--- src/rtl/coo_adj_aggregate_if.sv ---
// coo_adj_aggregate_if: memory and result bus of the COO aggregation stage.
// start              - begin an aggregation run
// coo_address/in     - COO edge memory port, data {node a, node b} one cycle after address
// fm_wm_row_address/in - FM_WM row memory port, data one cycle after address
// fm_wm_adj_row_out  - FEATURE_ROWS x WEIGHT_COLS result matrix
// done_comb          - result complete and stable
// coo_error          - out-of-range node index seen in the current run
// master modport: the aggregation stage; slave modport: memories and consumer.
interface coo_adj_aggregate_if #(
    parameter int FEATURE_ROWS    = 6,
    parameter int WEIGHT_COLS     = 3,
    parameter int DOT_PROD_WIDTH  = 16,
    parameter int COO_NUM_OF_COLS = 6,
    parameter int COO_BW          = $clog2(FEATURE_ROWS),
    parameter int COO_ADDR_WIDTH  = $clog2(COO_NUM_OF_COLS)
) ();
    logic                                                     start;
    logic [COO_ADDR_WIDTH-1:0]                                coo_address;
    logic [2*COO_BW-1:0]                                      coo_in;
    logic [COO_BW-1:0]                                        fm_wm_row_address;
    logic [WEIGHT_COLS-1:0][DOT_PROD_WIDTH-1:0]               fm_wm_row_in;
    logic [FEATURE_ROWS-1:0][WEIGHT_COLS-1:0][DOT_PROD_WIDTH-1:0] fm_wm_adj_row_out;
    logic                                                     done_comb;
    logic                                                     coo_error;
    modport master (
        input  start, coo_in, fm_wm_row_in,
        output coo_address, fm_wm_row_address, fm_wm_adj_row_out, done_comb, coo_error
    );
    modport slave (
        output start, coo_in, fm_wm_row_in,
        input  coo_address, fm_wm_row_address, fm_wm_adj_row_out, done_comb, coo_error
    );
endinterface

--- src/rtl/coo_adj_aggregate.sv ---
// coo_adj_aggregate: computes ADJ x (FM x WM) from a COO edge list and FM_WM rows.
// Ports: clk, reset (sync, active-low), bus (coo_adj_aggregate_if.master).
// Each edge takes 4 cycles: request edge, latch {a,b} and request row b,
// add row b into out[a] and request row a, add row a into out[b] (skipped for a==b).
// Edges with an index >= FEATURE_ROWS contribute nothing and set coo_error.
// Optional macro COO_SELF_LOOP_EN: append a 2-cycle-per-row pass adding row i
// into out[i], giving (ADJ+I) x FM_WM.
module coo_adj_aggregate #(
    parameter int FEATURE_ROWS    = 6,
    parameter int WEIGHT_COLS     = 3,
    parameter int DOT_PROD_WIDTH  = 16,
    parameter int COO_NUM_OF_COLS = 6,
    parameter int COO_BW          = $clog2(FEATURE_ROWS),
    parameter int COO_ADDR_WIDTH  = $clog2(COO_NUM_OF_COLS)
) (
    input logic                  clk,
    input logic                  reset,
    coo_adj_aggregate_if.master  bus
);
    localparam logic [3:0] S_IDLE     = 4'd0;
    localparam logic [3:0] S_CLEAR    = 4'd1;
    localparam logic [3:0] S_EDGE_REQ = 4'd2;
    localparam logic [3:0] S_EDGE_LAT = 4'd3;
    localparam logic [3:0] S_ROW_A    = 4'd4;
    localparam logic [3:0] S_ROW_B    = 4'd5;
    localparam logic [3:0] S_DONE     = 4'd6;
    localparam logic [3:0] S_SELF_REQ = 4'd7;
    localparam logic [3:0] S_SELF_ACC = 4'd8;
    localparam logic [COO_ADDR_WIDTH-1:0] LAST_EDGE = COO_ADDR_WIDTH'(COO_NUM_OF_COLS - 1);
    localparam logic [COO_BW:0] ROWS = (COO_BW + 1)'(FEATURE_ROWS);

    logic [3:0]                                               state;
    logic [COO_ADDR_WIDTH-1:0]                                k;
    logic [COO_BW-1:0]                                        a, b, in_a, in_b, row_addr_q;
    logic                                                     bad;
    logic [FEATURE_ROWS-1:0][WEIGHT_COLS-1:0][DOT_PROD_WIDTH-1:0] mat;
    logic                                                     done, err;
    logic [COO_ADDR_WIDTH-1:0]                                coo_addr;
`ifdef COO_SELF_LOOP_EN
    logic [COO_BW-1:0]                                        i;
`endif

    assign in_a = bus.coo_in[COO_BW +: COO_BW];
    assign in_b = bus.coo_in[0 +: COO_BW];
    assign bus.fm_wm_adj_row_out = mat;
    assign bus.done_comb         = done;
    assign bus.coo_error         = err;
    assign bus.coo_address       = coo_addr;

    // Row b is requested straight from coo_in in EDGE_LAT so its data lands in ROW_A;
    // outside the request states the last address is held.
`ifdef COO_SELF_LOOP_EN
    assign bus.fm_wm_row_address = state == S_EDGE_LAT ? in_b :
                                   state == S_ROW_A    ? a    :
                                   state == S_SELF_REQ ? i    : row_addr_q;
`else
    assign bus.fm_wm_row_address = state == S_EDGE_LAT ? in_b :
                                   state == S_ROW_A    ? a    : row_addr_q;
`endif

    always_ff @(posedge clk) begin
        if (!reset) begin
            state      <= S_IDLE;
            k          <= '0;
            a          <= '0;
            b          <= '0;
            bad        <= 1'b0;
            row_addr_q <= '0;
            coo_addr   <= '0;
            mat        <= '0;
            done       <= 1'b0;
            err        <= 1'b0;
`ifdef COO_SELF_LOOP_EN
            i          <= '0;
`endif
        end else begin
            row_addr_q <= bus.fm_wm_row_address;
            case (state)
                S_IDLE: state <= bus.start ? S_CLEAR : S_IDLE;
                S_CLEAR: begin
                    mat      <= '0;
                    err      <= 1'b0;
                    k        <= '0;
                    coo_addr <= '0;
                    state    <= S_EDGE_REQ;
                end
                S_EDGE_REQ: state <= S_EDGE_LAT;
                S_EDGE_LAT: begin
                    a     <= in_a;
                    b     <= in_b;
                    bad   <= ({1'b0, in_a} >= ROWS) || ({1'b0, in_b} >= ROWS);
                    state <= S_ROW_A;
                end
                S_ROW_A: begin
                    if (bad)
                        err <= 1'b1;
                    else
                        for (int j = 0; j < WEIGHT_COLS; j++)
                            mat[a][j] <= mat[a][j] + bus.fm_wm_row_in[j];
                    state <= S_ROW_B;
                end
                S_ROW_B: begin
                    if (!bad && a != b)
                        for (int j = 0; j < WEIGHT_COLS; j++)
                            mat[b][j] <= mat[b][j] + bus.fm_wm_row_in[j];
                    if (k == LAST_EDGE) begin
`ifdef COO_SELF_LOOP_EN
                        i     <= '0;
                        state <= S_SELF_REQ;
`else
                        state <= S_DONE;
`endif
                    end else begin
                        k        <= k + 1'b1;
                        coo_addr <= k + 1'b1;
                        state    <= S_EDGE_REQ;
                    end
                end
`ifdef COO_SELF_LOOP_EN
                S_SELF_REQ: state <= S_SELF_ACC;
                S_SELF_ACC: begin
                    for (int j = 0; j < WEIGHT_COLS; j++)
                        mat[i][j] <= mat[i][j] + bus.fm_wm_row_in[j];
                    i     <= i + 1'b1;
                    state <= i == COO_BW'(FEATURE_ROWS - 1) ? S_DONE : S_SELF_REQ;
                end
`endif
                // done_comb rises one cycle after entering DONE and drops as soon as start is taken.
                S_DONE: begin
                    done  <= !bus.start;
                    state <= bus.start ? S_CLEAR : S_DONE;
                end
                default: state <= S_IDLE;
            endcase
        end
    end
endmodule

--- src/flat_wrapper.sv ---
// flat-port wrapper written by rule: the top's interface ports become plain ports
module coo_adj_aggregate_flat 
#(
    parameter int FEATURE_ROWS    = 6,
    parameter int WEIGHT_COLS     = 3,
    parameter int DOT_PROD_WIDTH  = 16,
    parameter int COO_NUM_OF_COLS = 6,
    parameter int COO_BW          = $clog2(FEATURE_ROWS),
    parameter int COO_ADDR_WIDTH  = $clog2(COO_NUM_OF_COLS)
)
  (clk, reset, bus_start, bus_coo_in, bus_fm_wm_row_in, bus_coo_address, bus_fm_wm_row_address, bus_fm_wm_adj_row_out, bus_done_comb, bus_coo_error);
  coo_adj_aggregate_if #(.FEATURE_ROWS(FEATURE_ROWS), .WEIGHT_COLS(WEIGHT_COLS), .DOT_PROD_WIDTH(DOT_PROD_WIDTH), .COO_NUM_OF_COLS(COO_NUM_OF_COLS), .COO_BW(COO_BW), .COO_ADDR_WIDTH(COO_ADDR_WIDTH)) bus_i ();
  input logic clk;
  input logic reset;
  input wire logic [$bits(bus_i.start)-1:0] bus_start;
  input wire logic [$bits(bus_i.coo_in)-1:0] bus_coo_in;
  input wire logic [$bits(bus_i.fm_wm_row_in)-1:0] bus_fm_wm_row_in;
  output wire logic [$bits(bus_i.coo_address)-1:0] bus_coo_address;
  output wire logic [$bits(bus_i.fm_wm_row_address)-1:0] bus_fm_wm_row_address;
  output wire logic [$bits(bus_i.fm_wm_adj_row_out)-1:0] bus_fm_wm_adj_row_out;
  output wire logic [$bits(bus_i.done_comb)-1:0] bus_done_comb;
  output wire logic [$bits(bus_i.coo_error)-1:0] bus_coo_error;
  assign bus_i.start = bus_start;
  assign bus_i.coo_in = bus_coo_in;
  assign bus_i.fm_wm_row_in = bus_fm_wm_row_in;
  assign bus_coo_address = bus_i.coo_address;
  assign bus_fm_wm_row_address = bus_i.fm_wm_row_address;
  assign bus_fm_wm_adj_row_out = bus_i.fm_wm_adj_row_out;
  assign bus_done_comb = bus_i.done_comb;
  assign bus_coo_error = bus_i.coo_error;
  coo_adj_aggregate #(.FEATURE_ROWS(FEATURE_ROWS), .WEIGHT_COLS(WEIGHT_COLS), .DOT_PROD_WIDTH(DOT_PROD_WIDTH), .COO_NUM_OF_COLS(COO_NUM_OF_COLS), .COO_BW(COO_BW), .COO_ADDR_WIDTH(COO_ADDR_WIDTH)) u_core (.clk(clk), .reset(reset), .bus(bus_i));
endmodule
--- config.mk ---
export PLATFORM = sky130hd
export DESIGN_NAME = coo_adj_aggregate_flat
export DESIGN_NICKNAME = d
export VERILOG_FILES = /design/src/rtl/coo_adj_aggregate_if.sv /design/src/rtl/coo_adj_aggregate.sv /design/src/flat_wrapper.sv
export SDC_FILE = /design/constraint.sdc
export NUM_CORES = 1
export LEC_CHECK = 0
export BUFFER_PORTS_ARGS = -buffer_cell sky130_fd_sc_hd__buf_2
export CAP_MARGIN = 20
export CELL_PAD_IN_SITES_DETAIL_PLACEMENT = 0
export CELL_PAD_IN_SITES_GLOBAL_PLACEMENT = 2
export CORE_MARGIN = 2
export CORE_UTILIZATION = 30
export CTS_CLUSTER_DIAMETER = 30
export DETAILED_ROUTE_END_ITERATION = 10
export PLACE_DENSITY_LB_ADDON = 0.1
export SYNTH_ARGS = -nofsm -noshare
export SYNTH_HDL_FRONTEND = slang
export SYNTH_SLANG_ARGS = --single-unit
--- constraint.sdc ---
create_clock -name clk -period 4.1 [get_ports clk]
set_input_delay 0.82 -clock clk [delete_from_list [all_inputs] [get_ports clk]]
set_output_delay 0.82 -clock clk [all_outputs]
set_load 0.01 [all_outputs]
==> results.toml, run 1 <==
[status]
status = "finished, final reports clean"

[logic_synthesis]
ys_warn_count = 0
synthDominantCellAreaShare_pct = 28.35
synthFlopType = "dfxtp_1"
seq_area_frac_synth_pct = 28.35
yosys.area.top_type = "dfxtp_1"
synth_edf_count = 0
syn_area_um2 = 21610
synth_nets = 2930
ys_types = 73
avgSynthCellArea_um2 = 7.788
synth_cells = 2775
ys_ff_latch = 306
synthArstFlopShare_pct = 0
yosys-top-cells-area = "dfxtp_1 28%, a22oi_1 9.8%, a21oi_1 6.1%"

[floorplan]
start_util_pct = 30.28
rows = 98
die_y_um = 272.4
core-area_um2 = 71360
io_pins = 353
die_w_um = 272.4
dieArea_um2 = 74200

[timing]
min_period_over_period_pct = 97.74
max_clock_freq_mhz = 249.6
finalHoldViolations = 0
skew_ns = 0.04430
drv_slew = 0
finalSetupViolations = 0
slew-limit-headroom_pct = 20.11
tightest_slew_ns = 1.186
fin_crit_ns = 4.007
setup-tns-final_ns = 0

[min_path]
hp-class = "primary input to flop"
hold_path_end = "u_core.bus.done_comb"
min_path_cells = 2
holdCritStartpoint = "bus_start"

[finish]
fill_cells = 7297
layout-area-overhead-vs-synth_pct = 39.19
register_area_um2 = 6140
nets = 3449
final_cell_mix = "351 x buf_2, 301 x dfxtp_1, 282 x a22oi_1"
stdcell_count = 4328
multi_input_area_um2 = 14910
drive_above_1_share_pct = 28.79
final_common_cell = "buf_2"
final_util_pct = 42.15

[critical_path]
crit_path_end_kind = "flop"
criticalPathCategory = "flop to flop"
critPathLaunchType = "flop"
crit_arrival_ns = 4.60
r2r-start = "u_core.b[2]"
r2r_slack_ns = 0.09
crit_required_ns = 4.69
reg2reg_depth = 18
crit_path_max_fanout = 13
rr_endpoint = "u_core.bus.fm_wm_adj_row_out[255]"

[power_and_ir_drop]
p_per_area_nw_per_um2 = 453.8
power_mw = 13.65
p_leak_nw = 12.65
vdd_drop_max_v = 0.0003223

[clock_network]
ctsHoldBuffers = 0
cts_buffers = 101
clk_pin_slew_worst_paths_ns = 0.04
cts-root-buf = "clkbuf_16"
cts.path.max_buffers = 3
numClockSinks = 306
clk_latency_ns = 0.68
htree_levels = 3
cts_tree = "built"

[grt]
grtUsageMet1_pct = 47.21
grt_antenna_before_repair = 6
overflow = 0
grt_pass1_wl_mm = 199.0
grt_use_met2_pct = 57.60
grt_pass1_vias = 26550
top_usage_layer = "met2"
grtUsageMet3_pct = 8.243
grt_usage_pct = 36.97
grt_max_degree = 179

[drt]
wl_per_cell_um = 33.15
post-route-drc-count = 0
firstDrtPassIters = 8
antenna_left = 0
routed_via_density = 6.414
routed_wl_mm = 143.5
drtIter0Drc = 3496
num_vias = 27760

[placed_design]
dpl.hpwl_mm = 101.3
dpl.cell_count = 4136
gp_congestion = 0.9700
numPortBuffers = 352

[run]
drv_cap = 0
[through the flow]
stage / cell area, µm² / worst slack [ns] / hold WS [ns]
6_report: 30080 / 0.09286 / 0.3889
5_1_grt: 30080 / -0.02222 / 0.3903
4_1_cts: 29820 / 0.004116 / 0.3649
3_5_place_dp: 26140 / -0.5345 / 0.4993
3_3_place_gp: 26140 / -0.4416 / 0.4835
2_1_floorplan: 21620 / 0.001210 / 0.4833
[Yosys cell counts (5+ instances only)]
cell       count
o2bb2ai_1      5
nand3_1      110
a21oi_1      262
dfxtp_1      306
o21a_1        31
ha_1          92
nand2_1      223
o211a_1       30
nand2b_1      21
nor2b_1       10
and3_1         7
a221oi_1      93
inv_1         28
buf_2         48
a221o_1        8
a21o_1        22
mux2i_1       49
a22oi_1      283
nor3_1        35
xor2_1        28
buf_1         19
or2_2         14
buf_4          9
a222oi_1      24
a31oi_1        8
o22a_1         7
fa_1           6
o21bai_1      20
mux2_2        27
nor2_1       256
clkbuf_1     157
o31ai_1       13
a32oi_1       13
o22ai_1       59
or3_1          5
o211ai_1      24
nor3b_1        9
and2_1        14
o221a_2       10
o221ai_1      40
a211oi_1      22
o21ai_0      220
xnor2_1       54
[routing by layer]
| layer | share of wire, % | vias up | wire length (µm) |
|---|---|---|---|
| met2 | 44 | 1923 | 63280 |
| met4 | 6.1 | 10 | 8691 |
| li1 | - | 11770 | - |
| met5 | 0.045 | - | 65 |
| met1 | 40 | 13550 | 57440 |
| met3 | 9.8 | 513 | 14010 |
[worst max-delay path, cell delays in order (launching register included)]
cell and delay, ns:
dfxtp_1 0.37, inv_1 0.12, nor2_1 0.19, and2_4 0.33, buf_4 0.23, buf_12 0.18
a22oi_1 0.10, nand3_1 0.27, ha_1 0.37, o21a_1 0.24, o21ai_2 0.19, o22a_1 0.22
o311ai_4 0.14, a21oi_1 0.27, buf_4 0.18, xnor2_1 0.06, buf_4 0.16, o21a_1 0.17
a21oi_1 0.12
[flip-flops by register name, indices dropped and copies added (netlist names)]
name / count
u_core.bus.fm_wm_adj_row_out: 288
u_core.a: 3
u_core.b: 3
u_core.k: 3
u_core.row_addr_q: 3
u_core.state: 3
u_core.bad: 1
u_core.bus.coo_error: 1
u_core.bus.done_comb: 1
[power by group]
| group | total (mW) | leakage [nW] | internal (mW) | switching (mW) |
|---|---|---|---|---|
| logic | 2.32 | 8.43 | 0.783 | 1.53 |
| clock network | 7.99 | 1.74 | 5.55 | 2.43 |
| registers | 3.35 | 2.48 | 3.11 | 0.239 |
[cells by family (layout without fill, tap and decap cells)]
| group | Yosys count | count (layout) | synth area share, % |
|---|---|---|---|
| other | 0 | 2 | 0 |
| adders and majority gates | 98 | 98 | 5.882 |
| and+or+nand+nor | 720 | 720 | 14.64 |
| buffers and inverters | 261 | 862 | 4.968 |
| muxes | 78 | 78 | 3.885 |
| AOI/OAI and AO/OA | 1230 | 1230 | 38.95 |
| DFF | 306 | 306 | 28.35 |
| xor gates and xnor gates | 82 | 82 | 3.323 |
[area by class of cell]
type                       instances  area share, %
sequential                       306          20.41
tap                              950          3.952
clock inverter                    54          2.471
antenna                            2        0.01664
timing repair buffer             649          13.99
clock buffer                     131          9.243
inverter                          28         0.3577
multi-input combinational       2208          49.56
[worst max-delay path by stage]
| stage | start | endpoint | slack [ns] |
|---|---|---|---|
| 2_1_floorplan | u_core.a[0] | u_core.bus.fm_wm_adj_row_out[110] | 0.001 |
| 3_3_place_gp | u_core.b[0] | u_core.bus.fm_wm_adj_row_out[207] | -0.44 |
| 3_5_place_dp | u_core.b[0] | u_core.bus.fm_wm_adj_row_out[63] | -0.53 |
| 4_1_cts | u_core.b[1] | u_core.bus.fm_wm_adj_row_out[238] | 0.004 |
| 5_1_grt | u_core.a[1] | u_core.bus.fm_wm_adj_row_out[74] | -0.02 |
| 6_report | u_core.b[2] | u_core.bus.fm_wm_adj_row_out[255] | 0.09 |
[timing repair]
action	CTS	global route
setup buffers	2	3
pin swaps	2	12
gates cloned	0	0
gates resized for setup	26	49
endpoints found under the setup margin	47	97
Power figures use the tool's default switching activity.
==> run 2, diff against run 1 <==
--- a/config.mk
+++ b/config.mk
@@ -9,6 +9,7 @@
 export CAP_MARGIN = 20
 export CELL_PAD_IN_SITES_DETAIL_PLACEMENT = 0
 export CELL_PAD_IN_SITES_GLOBAL_PLACEMENT = 2
+export CORE_ASPECT_RATIO = 0.6
 export CORE_MARGIN = 2
 export CORE_UTILIZATION = 30
 export CTS_CLUSTER_DIAMETER = 30
==> run 2 against run 1 <==
Compared with the run above: clock skew down 0.010 ns; final cell count down 1.2%; die area about the same; sequential share of layout area up 0.43 points; wire length up 1.0%; cell area down 1.9%.
==> results.toml, run 2 (synthesized netlist as in run 1, its figures left out) <==
[status]
status = "finished, final reports clean"

[drt]
drtIter0Drc = 4250
routed_wl_mm = 144.9
antenna_left = 0
post-route-drc-count = 0
routed_via_density = 6.443
wl_per_cell_um = 33.88
firstDrtPassIters = 8
num_vias = 27570

[power_and_ir_drop]
power_frac_comb_pct = 18.1
p_per_area_nw_per_um2 = 435.8
vdd_drop_max_v = 0.0003120
power_frac_seq_pct = 26.0
internal-power_mw = 8.911
p_sw_share_pct = 30.69
power.switching_mw = 3.946
pwr-share-clk_pct = 55.9
p_leak_nw = 12.16

[min_path]
holdCritStartpoint = "bus_start"
min_path_cells = 2
hp-class = "primary input to flop"

[critical_path]
crit_path_cell_trace = "buf_4 > or2_2 > nor2_4 > buf_12 > a22oi_1 > nand3_1 > ha_1 > a21oi_1 > and3b_1 > a2111oi_4 > nor2_1 > a2111oi_0 > or3_4 > o32a_1 > a21oi_2"
critPathMaxStageDelay_ns = 0.54
r2r_slack_ns = 0.07
cp.depth = 15
crit_path_max_fanout = 12
critPathLaunchType = "flop"
criticalPathCategory = "flop to flop"
crit_arrival_ns = 4.51
cp-endpoint = "u_core.bus.fm_wm_adj_row_out[205]"
cp_slowest_cell = "a2111oi_0"
critical_path.startpoint = "u_core.a[0]"
crit_required_ns = 4.58
crit_path_end_kind = "flop"
cp_top_family = "compound AO/OA/AOI/OAI gates"
cp_num_buf_inv = 2
rr_endpoint = "u_core.bus.fm_wm_adj_row_out[205]"
reg2reg_depth = 15
r2r-start = "u_core.a[0]"

[clock_network]
cts.path.max_buffers = 3
clk_latency_ns = 0.64
numClockSinks = 306
cts_buffers = 83
cts-root-buf = "clkbuf_16"
htree_levels = 3
cts_tree = "built"
ctsHoldBuffers = 0
clk_pin_slew_worst_paths_ns = 0.05

[placed_design]
dpl.hpwl_mm = 100.9
dpl_cell_area_um2 = 26070
numPortBuffers = 352
gp_congestion = 0.9823

[finish]
layout-area-overhead-vs-synth_pct = 36.52
drive_above_1_share_pct = 27.32
final_area_um2 = 29500
largest_reg_flops = 288
final_cell_mix = "351 x buf_2, 300 x dfxtp_1, 283 x a22oi_1"
final_common_cell = "buf_2"
nets = 3390
final_util_pct = 41.26

[grt]
grt_pass1_wl_mm = 199.0
overflow = 0
grt_pass1_vias = 25600
grt_antenna_before_repair = 3
grt_max_degree = 110
grt_usage_pct = 37.62

[floorplan]
die_w_um = 350.5
io_pins = 353
core-area_um2 = 71510
dieArea_um2 = 74270
rows = 76
die_y_um = 211.9
start_util_pct = 30.22

[timing]
slew-limit-headroom_pct = 20.51
tightest_slew_ns = 1.191
finalHoldViolations = 0
drv_slew = 0
rsz0062_at_grt = "yes"
min_period_over_period_pct = 98.28
finalSetupViolations = 0
whs_ns = 0.4583
fin_crit_ns = 4.029
skew_ns = 0.03388
max_clock_freq_mhz = 248.2

[run]
drv_cap = 0
[run 2: worst min-delay path by stage]
stage,end
after detailed placement,u_core.bus.done_comb
final,u_core.bus.done_comb
after global routing,u_core.bus.done_comb
after CTS,u_core.bus.done_comb
after floorplan,u_core.bad
after global placement,u_core.bus.done_comb
[run 2: per-stage QoR]
| stage | setup WS [ns] | total power [mW] | setup TNS (ns) | cells |
|---|---|---|---|---|
| 6_report | 0.07054 | 12.86 | 0 | 4278 |
| 5_1_grt | -0.02024 | 13.15 | -0.02024 | 4277 |
| 4_1_cts | -0.005414 | 12.75 | -0.006829 | 4270 |
| 3_5_place_dp | -0.2881 | 5.567 | -5.744 | 4118 |
| 3_3_place_gp | -0.3330 | 5.545 | -5.513 | 4116 |
| 2_1_floorplan | 0.001210 | 4.477 | 0 | 2775 |
[run 2: final cells by class]
class / instances / area [µm²]
diodes: 1 / 2.502
clock buffers: 112 / 2409
clock inverters: 40 / 619.3
fillers: 7313 / 42010
inverters: 28 / 111.4
multi-input cells: 2208 / 14860
flip-flops and latches: 306 / 6148
well taps: 975 / 1220
repair buffers: 608 / 4134
[run 2: what timing repair did]
| item | CTS | global route |
|---|---|---|
| buffers inserted | 0 | 6 |
| pin swaps | 0 | 10 |
| setup endpoints to repair | 55 | 95 |
| resized for setup | 15 | 59 |
[run 2: per-layer routing]
metal  share of wire, %  track usage [%]  wire (µm)  vias up
met3                 13            10.86      18290      320
met2                 41            53.67      59180     2020
met5                  0                0          0        -
met1                 43            53.32      62140    13570
met4                3.7            13.29       5334        0
li1                   -                -          -    11660
[run 2: power groups by stage]
| stage | clock, mW | combinational (mW) | sequential (mW) |
|---|---|---|---|
| after floorplan | 0 | 1.15 | 3.33 |
| after global placement | 0 | 2.16 | 3.38 |
| after detailed placement | 0 | 2.19 | 3.38 |
| after CTS | 7.21 | 2.21 | 3.33 |
| after global routing | 7.37 | 2.44 | 3.34 |
| final | 7.19 | 2.33 | 3.34 |
